==> src/rtl/frame_result_writer.sv <==
// Write-back stage of the 3x3 neighbourhood pipeline: drops the window fill latency,
// raster-addresses the result frame memory and forces border pixels to a constant.
module frame_result_writer #(
    parameter int unsigned IMG_W      = 512,
    parameter int unsigned IMG_H      = 512,
    parameter int unsigned ADDR_W     = 18,
    parameter int unsigned SKIP       = 514,
    parameter logic [7:0]  BORDER_VAL = 8'd0
) (
    input  logic              clk,
    input  logic              rst,
    input  logic              start,
    input  logic [7:0]        din,
    input  logic              din_valid,
    output logic [ADDR_W-1:0] waddr,
    output logic [7:0]        wdata,
    output logic              we,
    output logic              busy,
    output logic              frame_done
);

    localparam int unsigned COL_W  = (IMG_W > 1) ? $clog2(IMG_W) : 1;
    localparam int unsigned ROW_W  = (IMG_H > 1) ? $clog2(IMG_H) : 1;
    localparam int unsigned SKIP_W = (SKIP > 1) ? $clog2(SKIP) : 1;

    localparam logic [COL_W-1:0]  COL_LAST  = COL_W'(IMG_W - 1);
    localparam logic [ROW_W-1:0]  ROW_LAST  = ROW_W'(IMG_H - 1);
    localparam logic [SKIP_W-1:0] SKIP_LAST = SKIP_W'((SKIP > 0) ? SKIP - 1 : 0);
    localparam logic [ADDR_W-1:0] PIX_LAST  = ADDR_W'(IMG_W * IMG_H - 1);

    typedef enum logic [1:0] {
        IDLE  = 2'd0,
        FILL  = 2'd1,
        WRITE = 2'd2,
        DONE  = 2'd3
    } state_t;

    state_t              state_q, state_d;
    logic [SKIP_W-1:0]   skip_cnt_q, skip_cnt_d;
    logic [COL_W-1:0]    col_q, col_d;
    logic [ROW_W-1:0]    row_q, row_d;
    logic [ADDR_W-1:0]   pix_addr_q, pix_addr_d;
    logic [ADDR_W-1:0]   waddr_q, waddr_d;
    logic [7:0]          wdata_q, wdata_d;
    logic                we_q, we_d;
    logic                busy_q, busy_d;
    logic                frame_done_q, frame_done_d;
    logic                is_border;

    assign is_border = (row_q == '0) || (row_q == ROW_LAST) ||
                       (col_q == '0) || (col_q == COL_LAST);

    always_comb begin
        state_d      = state_q;
        skip_cnt_d   = skip_cnt_q;
        col_d        = col_q;
        row_d        = row_q;
        pix_addr_d   = pix_addr_q;
        waddr_d      = waddr_q;
        wdata_d      = wdata_q;
        we_d         = 1'b0;
        busy_d       = busy_q;
        frame_done_d = 1'b0;

        unique case (state_q)
            IDLE: begin
                if (start) begin
                    skip_cnt_d = '0;
                    col_d      = '0;
                    row_d      = '0;
                    pix_addr_d = '0;
                    busy_d     = 1'b1;
                    state_d    = (SKIP == 0) ? WRITE : FILL;
                end
            end
            FILL: begin
                // The sample that completes the fill count is the last discarded one.
                if (din_valid) begin
                    if (skip_cnt_q == SKIP_LAST) begin
                        state_d = WRITE;
                    end else begin
                        skip_cnt_d = skip_cnt_q + 1'b1;
                    end
                end
            end
            WRITE: begin
                if (din_valid) begin
                    we_d    = 1'b1;
                    waddr_d = pix_addr_q;
                    wdata_d = is_border ? BORDER_VAL : din;
                    if (pix_addr_q == PIX_LAST) begin
                        busy_d  = 1'b0;
                        state_d = DONE;
                    end else begin
                        pix_addr_d = pix_addr_q + 1'b1;
                        if (col_q == COL_LAST) begin
                            col_d = '0;
                            row_d = row_q + 1'b1;
                        end else begin
                            col_d = col_q + 1'b1;
                        end
                    end
                end
            end
            DONE: begin
                frame_done_d = 1'b1;
                state_d      = IDLE;
            end
            default: state_d = IDLE;
        endcase
    end

    always_ff @(posedge clk or negedge rst) begin
        if (!rst) begin
            state_q      <= IDLE;
            skip_cnt_q   <= '0;
            col_q        <= '0;
            row_q        <= '0;
            pix_addr_q   <= '0;
            waddr_q      <= '0;
            wdata_q      <= '0;
            we_q         <= 1'b0;
            busy_q       <= 1'b0;
            frame_done_q <= 1'b0;
        end else begin
            state_q      <= state_d;
            skip_cnt_q   <= skip_cnt_d;
            col_q        <= col_d;
            row_q        <= row_d;
            pix_addr_q   <= pix_addr_d;
            waddr_q      <= waddr_d;
            wdata_q      <= wdata_d;
            we_q         <= we_d;
            busy_q       <= busy_d;
            frame_done_q <= frame_done_d;
        end
    end

    assign waddr      = waddr_q;
    assign wdata      = wdata_q;
    assign we         = we_q;
    assign busy       = busy_q;
    assign frame_done = frame_done_q;

endmodule
==> config.mk <==
export PLATFORM = sky130hd
export DESIGN_NAME = frame_result_writer
export DESIGN_NICKNAME = d
export VERILOG_FILES = /design/src/rtl/frame_result_writer.sv
export SDC_FILE = /design/constraint.sdc
export NUM_CORES = 1
export LEC_CHECK = 0
export ABC_AREA = 1
export ABC_CLOCK_PERIOD_IN_PS = 2500
export BUFFER_PORTS_ARGS = -buffer_cell sky130_fd_sc_hd__buf_2
export CAP_MARGIN = 20
export CORE_MARGIN = 2
export CORE_UTILIZATION = 25
export DETAILED_ROUTE_END_ITERATION = 10
export PLACE_DENSITY = 0.48
export SETUP_SLACK_MARGIN = 0.2
export SKIP_LAST_GASP = 1
export SLEW_MARGIN = 20
export SYNTH_ARGS = -nofsm -noshare
export SYNTH_HDL_FRONTEND = slang
export SYNTH_SLANG_ARGS = --single-unit
==> constraint.sdc <==
create_clock -name clk -period 2.5 [get_ports clk]
set_clock_uncertainty 0.2 [all_clocks]
set_input_delay 0.125 -clock clk [delete_from_list [all_inputs] [get_ports clk]]
set_output_delay 0.125 -clock clk [all_outputs]
set_load 0.02 [all_outputs]
==> qor.yml, run 1 <==
dpl.cell_count: 806
finalWeightedCongestion: 0.836
grt_start_max_net_pins: 78
drc: 0
post_drt_wl_per_cell_um: 11.7
yosysWarnings: 0
tightest_slew_ns: 0.704
gr-usage-all-layers_pct: 11.8
status: "complete, no violations"
power_density_mw_per_mm2: 791
grt_pass1_vias: 3487
n_antenna_cell: 0
r2r_setup_slack_ns: 0.40
hpwl_um: 6860
ys_top_cells_by_count: "nand2_1, dfrtp_1, inv_1"
grt_pass1_wl_um: 16900
num_rows: 47
ys_seq_area_share_pct: 46.4
synth_most_common_cell: "nand2_1"
clock-sinks: 77
setup_ws_ns: 0.398
path_max_fanout: 8
antenna_found_initial: 0
grt_remaining_overflow: 0
startpoint: "col_q[1]"
die-area_mm2: 0.0176
critical_path.startpoint_type: "flop"
cts-root-buf: "clkbuf_16"
die_h_um: 133
initial_utilization_pct: 25.3
firstDrtPassIters: 4
leakagePower_nw: 2.40
num_vias: 3626
die_w_um: 133
fin_tns_setup_ns: 0
maxCapViolCount: 0
synth_area_leaders: "dfrtp_1, nand2_1, o21ai_0"
setup_viol: 0
ys_async_sr_fraction_pct: 100
synthCells: 551
path_class: "reg2reg"
final_nets: 635
fin_util_pct: 31.0
synth_edf_count: 0
period_minus_slack_ns: 2.10
r2r_cells: 11
drive_gt1_share_pct: 13.3
ys_ff_latch: 77
finalHoldViolCount: 0
synth_top_area_cell: "dfrtp_1"
insertion_delay_ns: 0.34
critPathCaptureType: "flop"
whs_path_depth: 4
clk_path_buf_depth: 2
port_buffers: 40
critPathCapture: "wdata[4]"
routed_wl_um: 9800
cts_tree: "done"
vias_per_cell: 4.34
clk_pin_slew_ns: 0.06
fmax_mhz: 476
htree_num_levels: 3
drtAntennaViolNets: 0
areaGrowthSynthToFinish_pct: 22.6
fillers: 1738
slew_viol_final: 0
fin_cells: 836
synth_flop_cell: "dfrtp_1"
r2r_end: "wdata[4]"
drt_iter0_markers: 227
synth_top_area_share_pct: 46.4
rr_startpoint: "col_q[1]"
synth_area_per_cell_um2: 7.53
max_slew_margin_pct: 53.0
worstPathRequired_ns: 2.55
holdCritPathClass: "in2reg"
synth_cell_types: 27
rsz0062_at_grt: "false"
synth_nets: 575
synth_area_mm2: 0.00415
pre_cts_ws_ns: 0.0614
post-route-period-util_pct: 84.1
fp.coreArea_mm2: 0.0164
irDropWorstVdd_mv: 0.326
num_io_pins: 41
cts_made_buffers: 9
holdWs_ns: 0.0879
critPathArrivalTime_ns: 2.15
power breakdown:
group	internal [mW]	leakage, nW	switching [mW]
clock	0.870	0.153	0.514
sequential	1.32	1.06	0.0573
combinational	0.387	1.18	0.881
how the worst min path moves through the flow:
stage          startpoint             to  slack, ns
2_1_floorplan         rst           busy      -0.37
3_3_place_gp          rst  skip_cnt_q[5]       0.16
3_5_place_dp          rst  skip_cnt_q[5]       0.17
4_1_cts             start  skip_cnt_q[3]       0.08
5_1_grt             start  skip_cnt_q[8]       0.12
6_report            start  skip_cnt_q[3]       0.09
logic make-up after synthesis:
group / Yosys count / synth area share [%]
simple gates: 310 / 31.9
flops: 77 / 46.4
buf+inv: 75 / 7.45
compound gates: 67 / 8.47
fa+ha+maj: 12 / 3.62
xor+xnor: 10 / 2.11
layer usage:
| layer | GRT usage (%) | routed length (µm) |
|---|---|---|
| met3 | 2.61 | 259 |
| met2 | 20.0 | 4780 |
| met1 | 14.8 | 4610 |
| met4 | 4.54 | 146 |
| met5 | 0 | 0 |
layout make-up:
| type | count | area (µm²) | share of cell area, % |
|---|---|---|---|
| Clock buffer | 11 | 233 | 4.57 |
| Clock inverter | 5 | 75.1 | 1.47 |
| Inverter | 61 | 229 | 4.50 |
| Multi-Input combinational cell | 399 | 1930 | 37.9 |
| Sequential cell | 77 | 1930 | 37.9 |
| Tap cell | 220 | 275 | 5.41 |
| Timing Repair Buffer | 63 | 422 | 8.28 |
critical path, cell delays in order (launching register included):
cell     delay (ns)
dfrtp_1        0.39
ha_1           0.20
nand2_1        0.09
inv_1          0.06
nand3_1        0.10
nor2_1         0.05
nand2_1        0.08
nor2_1         0.05
ha_2           0.21
nor2_1         0.20
nand3_2        0.18
o21ai_0        0.20
registers in the layout (all words and copies together) (netlist names):
name and flops:
pix_addr_q 18, waddr 18, skip_cnt_q 10, col_q 9, row_q 9, wdata 8
state_q 2, busy 1, frame_done 1, we 1
what timing repair did:
| item | 4_1_cts | 5_1_grt |
|---|---|---|
| pin swaps | 0 | 2 |
| resized for setup | 3 | 5 |
| buffers inserted | 0 | 5 |
| endpoints found under the setup margin | 12 | 20 |
| hold buffers | 9 | 0 |
| hold endpoints to repair | 85 | 0 |
| gates cloned | 0 | 0 |
placed cells by master (no fill, tap or decap), types with 3 or more instances in the layout:
cell	instances
buf_6	3
ha_1	11
xor2_1	10
nand4_1	13
buf_2	39
nand2_2	5
dfrtp_1	77
nor3_1	9
nor2_1	51
buf_4	11
nor3b_1	4
clkbuf_16	9
clkinv_2	3
inv_1	58
o21ai_0	46
nand2_1	176
o21ai_1	16
dlygate4sd3_1	9
nand3_1	42
through the flow:
step                      power [mW]  instance area, µm²
after global placement          2.58                4620
after detailed placement        2.58                4620
final                           4.03                5090
after CTS                       4.01                5030
after floorplan                 2.25                4150
after global routing            4.29                5090
(Power assumes the default switching activity.)
==> run 2: changes to the inputs <==
--- a/config.mk
+++ b/config.mk
@@ -6,7 +6,7 @@
 export NUM_CORES = 1
 export LEC_CHECK = 0
 export ABC_AREA = 1
-export ABC_CLOCK_PERIOD_IN_PS = 2500
+export ABC_CLOCK_PERIOD_IN_PS = 2050
 export BUFFER_PORTS_ARGS = -buffer_cell sky130_fd_sc_hd__buf_2
 export CAP_MARGIN = 20
 export CORE_MARGIN = 2
==> constraint.sdc (replaced) <==
create_clock -name clk -period 2.05 [get_ports clk]
set_clock_uncertainty 0.2 [all_clocks]
set_input_delay 0.1025 -clock clk [delete_from_list [all_inputs] [get_ports clk]]
set_output_delay 0.1025 -clock clk [all_outputs]
set_load 0.02 [all_outputs]
==> qor.yml, run 2 (same netlist as run 1, synthesis figures left out) <==
gr-usage-all-layers_pct: 12.7  # +0.88 points
drt_iter0_markers: 231  # +1.8%
htree_num_levels: 3  # unchanged
pre_cts_ws_ns: -0.0754  # -0.137 ns
slew_viol_final: 0  # unchanged
post-route-period-util_pct: 94.3  # +10 points
cts_made_buffers: 9  # unchanged
port_buffers: 40  # unchanged
drive_gt1_share_pct: 27.2  # +14 points
fin_tns_setup_ns: 0  # unchanged
placed_cell_area_mm2: 0.00477  # +3.4%
die_w_um: 133  # unchanged
grt_pass1_wl_um: 18100  # +7.4%
leakagePower_nw: 2.69  # +12%
n_antenna_cell: 0  # unchanged
period_minus_slack_ns: 1.93  # -0.168 ns
tightest_slew_ns: 0.464  # -0.241 ns
rsz0062_at_grt: "true"
fin_area_mm2: 0.00580  # +14%
vias_per_cell: 4.47  # +3.0%
clk_path_buf_depth: 2  # unchanged
grt_remaining_overflow: 0  # unchanged
clock-sinks: 77  # unchanged
grt_start_max_net_pins: 48  # -38%
initial_utilization_pct: 25.3  # unchanged
maxCapViolCount: 0  # unchanged
die_h_um: 133  # unchanged
crit_path_frequent_cell: "buf_4"
irDropWorstVdd_mv: 0.555  # +70%
rr_startpoint: "col_q[0]"
setup_viol: 0  # unchanged
status: "complete, no violations"
cts_tree: "done"
final_cell_mix: "nand2_1, dfrtp_1, inv_1, nor2_1, nand3_1"
post_drt_wl_per_cell_um: 12.7  # +8.0%
critPathMaxStageDelay_ns: 0.35  # -0.04 ns
path_class: "reg2reg"
worstPathCellList: "ha_2 -> nand2_2 -> buf_4 -> buf_4 -> buf_4 -> buf_4 -> buf_4 -> buf_4 -> o21ai_1 -> nand4_1 -> o21ai_1"
final_common_cell: "nand2_1"
die-area_mm2: 0.0176  # unchanged
critPathCaptureType: "flop"
critPathArrivalTime_ns: 2.01  # -0.14 ns
antenna_found_initial: 0  # unchanged
routed_wl_um: 11100  # +13%
final_nets: 676  # +6.5%
fp.coreArea_mm2: 0.0164  # unchanged
grt_pass1_vias: 3719  # +6.7%
worstPathRequired_ns: 2.12  # -0.43 ns
startpoint: "col_q[0]"
num_io_pins: 41  # unchanged
path_max_fanout: 2  # -6
num_vias: 3919  # +8.1%
clk_pin_slew_ns: 0.06  # about the same
power_density_mw_per_mm2: 1050  # +33%
num_rows: 47  # unchanged
max_slew_margin_pct: 69.1  # +16 points
critical_path.startpoint_type: "flop"
drtAntennaViolNets: 0  # unchanged
finalWeightedCongestion: 0.843  # +0.90%
cts-root-buf: "clkbuf_16"
fmax_mhz: 517  # +8.7%
crit_slowest_cell: "dfrtp_1"
holdCritPathClass: "in2async"
areaGrowthSynthToFinish_pct: 39.8
setup_ws_ns: 0.116  # -0.282 ns
p_total_mw: 6.11  # +52%
insertion_delay_ns: 0.34  # about the same
finalHoldViolCount: 0  # unchanged
hpwl_um: 7080  # +3.3%
drc: 0  # unchanged
firstDrtPassIters: 5  # +1
[run 2: stage by stage]
stage / cells / hold slack [ns] / utilization (%)
final: 877 / 0.0528 / 35.4
after CTS: 866 / 0.0466 / 33.2
after floorplan: 551 / -0.393 / -
after global routing: 877 / 0.0903 / 35.4
after global placement: 820 / -0.115 / 29.1
after detailed placement: 820 / -0.116 / 29.1
[run 2: layout make-up]
cell class / count / area [µm²]
fillers: 1673 / 10600
clock buffers: 10 / 229
multi-input cells: 402 / 2240
inverters: 61 / 235
clock inverters: 6 / 87.6
well taps: 220 / 275
flip-flops and latches: 77 / 1930
repair buffers: 101 / 806
[run 2: final timing paths]
kind,cells after the start,slack [ns],endpoint
worst max register to register,11,0.12,col_q[4]
worst min-delay path,2,0.05,skip_cnt_q[1]
worst min register to register,2,0.28,waddr[12]
min in group clk,5,0.08,state_q[1]
worst max-delay path,11,0.12,col_q[4]
max in group asynchronous,3,0.98,waddr[0]
[run 2: worst max-delay path, delay by kind of cell (launching register included)]
kind | cells | cell delay, ns
AO/OA/AOI/OAI | 2 | 0.24
adder cells (fa/ha/maj) | 1 | 0.19
flip-flops | 1 | 0.35
AND/OR/NAND/NOR | 2 | 0.16
buffers and inverters | 6 | 0.73
[run 2: power breakdown]
part	internal, mW	switching [mW]	total, mW
sequential	1.61	0.0547	1.66
clock	1.06	0.665	1.73
combinational	1.10	1.62	2.72
total	3.77	2.34	6.11
[run 2: what timing repair did]
item	in CTS	in global routing
setup endpoints to repair	57	68
pin swaps	15	25
resized for setup	35	68
hold buffers	9	0
setup buffers	18	9
cloned	3	2
endpoints found under the hold margin	85	0
[run 2: routing by layer]
layer | vias to the layer above | track usage (%) | routed length [µm]
met2 | 56 | 21.1 | 5360
met5 | - | 0 | 0
li1 | 1973 | - | -
met1 | 1873 | 16.2 | 5250
met3 | 17 | 2.76 | 317
met4 | 0 | 4.90 | 182
==> run 3: changes to the inputs <==
--- a/config.mk
+++ b/config.mk
@@ -13,6 +13,7 @@
 export CORE_UTILIZATION = 25
 export DETAILED_ROUTE_END_ITERATION = 10
 export PLACE_DENSITY = 0.48
+export REMOVE_ABC_BUFFERS = 1
 export SETUP_SLACK_MARGIN = 0.2
 export SKIP_LAST_GASP = 1
 export SLEW_MARGIN = 20
==> qor.yml, run 3 (same netlist as run 1, synthesis figures left out) <==
power_density_mw_per_mm2: 1060  # +0.98%
die-area_mm2: 0.0176  # unchanged
post_drt_wl_per_cell_um: 12.4  # -2.1%
dpl.cell_count: 831  # +1.3%
pwr-share-comb_pct: 45.6  # +1.1 points
clk_path_buf_depth: 2  # unchanged
post-route-period-util_pct: 94.7  # +0.33 points
critical_path.startpoint_type: "flop"
hpwl_um: 7320  # +3.3%
maxCapViolCount: 0  # unchanged
cts_made_buffers: 9  # unchanged
holdCritPathClass: "in2async"
finalWeightedCongestion: 0.802  # -4.9%
firstDrtPassIters: 5  # unchanged
holdWs_ns: 0.0702  # +0.0174 ns
p_int_mw: 3.83  # +1.5%
fin_tns_setup_ns: 0  # unchanged
final_cell_mix: "nand2_1, dfrtp_1, inv_1, nor2_1, buf_2"
cts-root-buf: "clkbuf_16"
rsz0062_at_grt: "true"
htree_num_levels: 3  # unchanged
clock-sinks: 77  # unchanged
n_antenna_cell: 0  # unchanged
grt_start_max_net_pins: 42  # -13%
num_rows: 47  # unchanged
status: "complete, no violations"
slew_viol_final: 0  # unchanged
fp.coreArea_mm2: 0.0164  # unchanged
gr-usage-all-layers_pct: 13.0  # +0.26 points
insertion_delay_ns: 0.34  # about the same
critPathCaptureType: "flop"
p_sw_mw: 2.27  # -3.1%
grt_remaining_overflow: 0  # unchanged
pre_cts_ws_ns: -0.0786  # -0.00317 ns
final_nets: 678  # +0.30%
fillers: 1733  # +3.6%
leakagePower_nw: 2.68  # -0.32%
areaGrowthSynthToFinish_pct: 38.1
path_class: "reg2reg"
drt_iter0_markers: 192  # -17%
critPathArrivalTime_ns: 1.97  # -0.04 ns
fin_cells: 879  # +0.23%
worstPathRequired_ns: 2.08  # -0.04 ns
vias_per_cell: 4.42  # -1.1%
final_common_cell: "nand2_1"
die_w_um: 133  # unchanged
port_buffers: 40  # unchanged
drive_gt1_share_pct: 25.8  # -1.4 points
netSwitchingFraction_pct: 37.2  # -1.1 points
period_minus_slack_ns: 1.94  # +0.00673 ns
routed_wl_um: 10900  # -1.8%
cts_tree: "done"
die_h_um: 133  # unchanged
tightest_slew_ns: 0.509  # +0.0457 ns
antenna_found_initial: 0  # unchanged
irDropWorstVdd_mv: 0.601  # +8.3%
num_io_pins: 41  # unchanged
grt_pass1_vias: 3729  # +0.27%
finalHoldViolCount: 0  # unchanged
path_max_fanout: 8  # +6
setup_ws_ns: 0.109  # -0.00673 ns
fmax_mhz: 515  # -0.35%
drc: 0  # unchanged
critPathMaxStageDelay_ns: 0.36  # about the same
initial_utilization_pct: 25.3  # unchanged
setup_viol: 0  # unchanged
clk_pin_slew_ns: 0.06  # about the same
max_slew_margin_pct: 66.0  # -3.0 points
worstPathCellList: "ha_2 -> nand2_2 -> nor2_2 -> nand2_2 -> nor2_4 -> nand2_4 -> nand2_4 -> nand2_8 -> buf_12 -> buf_16 -> nand3_2 -> nand2_1"
pwr-share-clk_pct: 27.0  # -1.3 points
grt_pass1_wl_um: 18300  # +0.91%
p_total_mw: 6.10  # -0.24%
power_frac_seq_pct: 27.3  # about the same
num_vias: 3886  # -0.84%
multiInputGateArea_mm2: 0.00215  # -3.9%
register_area_mm2: 0.00193  # about the same
crit_slowest_cell: "dfrtp_1"
drtAntennaViolNets: 0  # unchanged
run 3: changes by cell type in the layout (fill, tap and decap cells not counted), sizes merged:
cell	before	now
nand2	185	184
clkbuf	12	13
clkinvlp	3	0
buf	90	95
bufinv	2	1
inv	59	60
run 3: final timing paths:
check | to | slack (ns) | startpoint | depth (start not counted)
worst min-delay path | waddr[8] | 0.07 | rst | 2
worst max-delay path | row_q[7] | 0.11 | pix_addr_q[1] | 12
worst min register to register | waddr[11] | 0.28 | waddr[11] | 2
min in group clk | we | 0.07 | din_valid | 3
max in group asynchronous | col_q[7] | 0.98 | rst | 3
worst max register to register | row_q[7] | 0.11 | pix_addr_q[1] | 12
run 3: routing by layer:
metal,track usage (%),vias up,wire length [µm]
met4,3.58,0,121
li1,-,1970,-
met5,0,-,0
met3,3.68,8,358
met2,21.8,55,5430
met1,16.4,1853,5000
run 3: worst max-delay path, delay by kind of cell, from the launching register on:
kind          cells  cell delay [ns]
simple gates      9             0.82
fa+ha+maj         1             0.20
buf+inv           2             0.26
flops             1             0.36
run 3: through the flow:
| stage | area [µm²] | util (%) |
|---|---|---|
| floorplan | 4070 | - |
| global placement | 4830 | 29.4 |
| detailed placement | 4830 | 29.4 |
| CTS | 5550 | 33.8 |
| global route | 5730 | 34.9 |
| finish | 5730 | 34.9 |
run 3: final cells by class:
class | instances | area share [%]
flip-flops and latches | 77 | 33.6
well taps | 220 | 4.80
inverters | 61 | 4.06
clock buffers | 13 | 4.54
multi-input cells | 401 | 37.6
clock inverters | 3 | 0.764
repair buffers | 104 | 14.7
run 3: power by group through the flow:
stage,Combinational (mW),Sequential (mW),Clock (mW)
6_report,2.78,1.67,1.65
2_1_floorplan,0.838,1.73,0
4_1_cts,2.39,1.66,1.71
3_5_place_dp,1.68,1.70,0
5_1_grt,3.01,1.68,1.78
3_3_place_gp,1.66,1.69,0
run 3: timing repair:
item / in CTS / in global routing
cloned: 3 / 0
buffers inserted: 15 / 5
setup endpoints to repair: 44 / 71
pin swaps: 35 / 19
endpoints found under the hold margin: 85 / 0
hold buffers: 9 / 0
gates resized for setup: 46 / 42
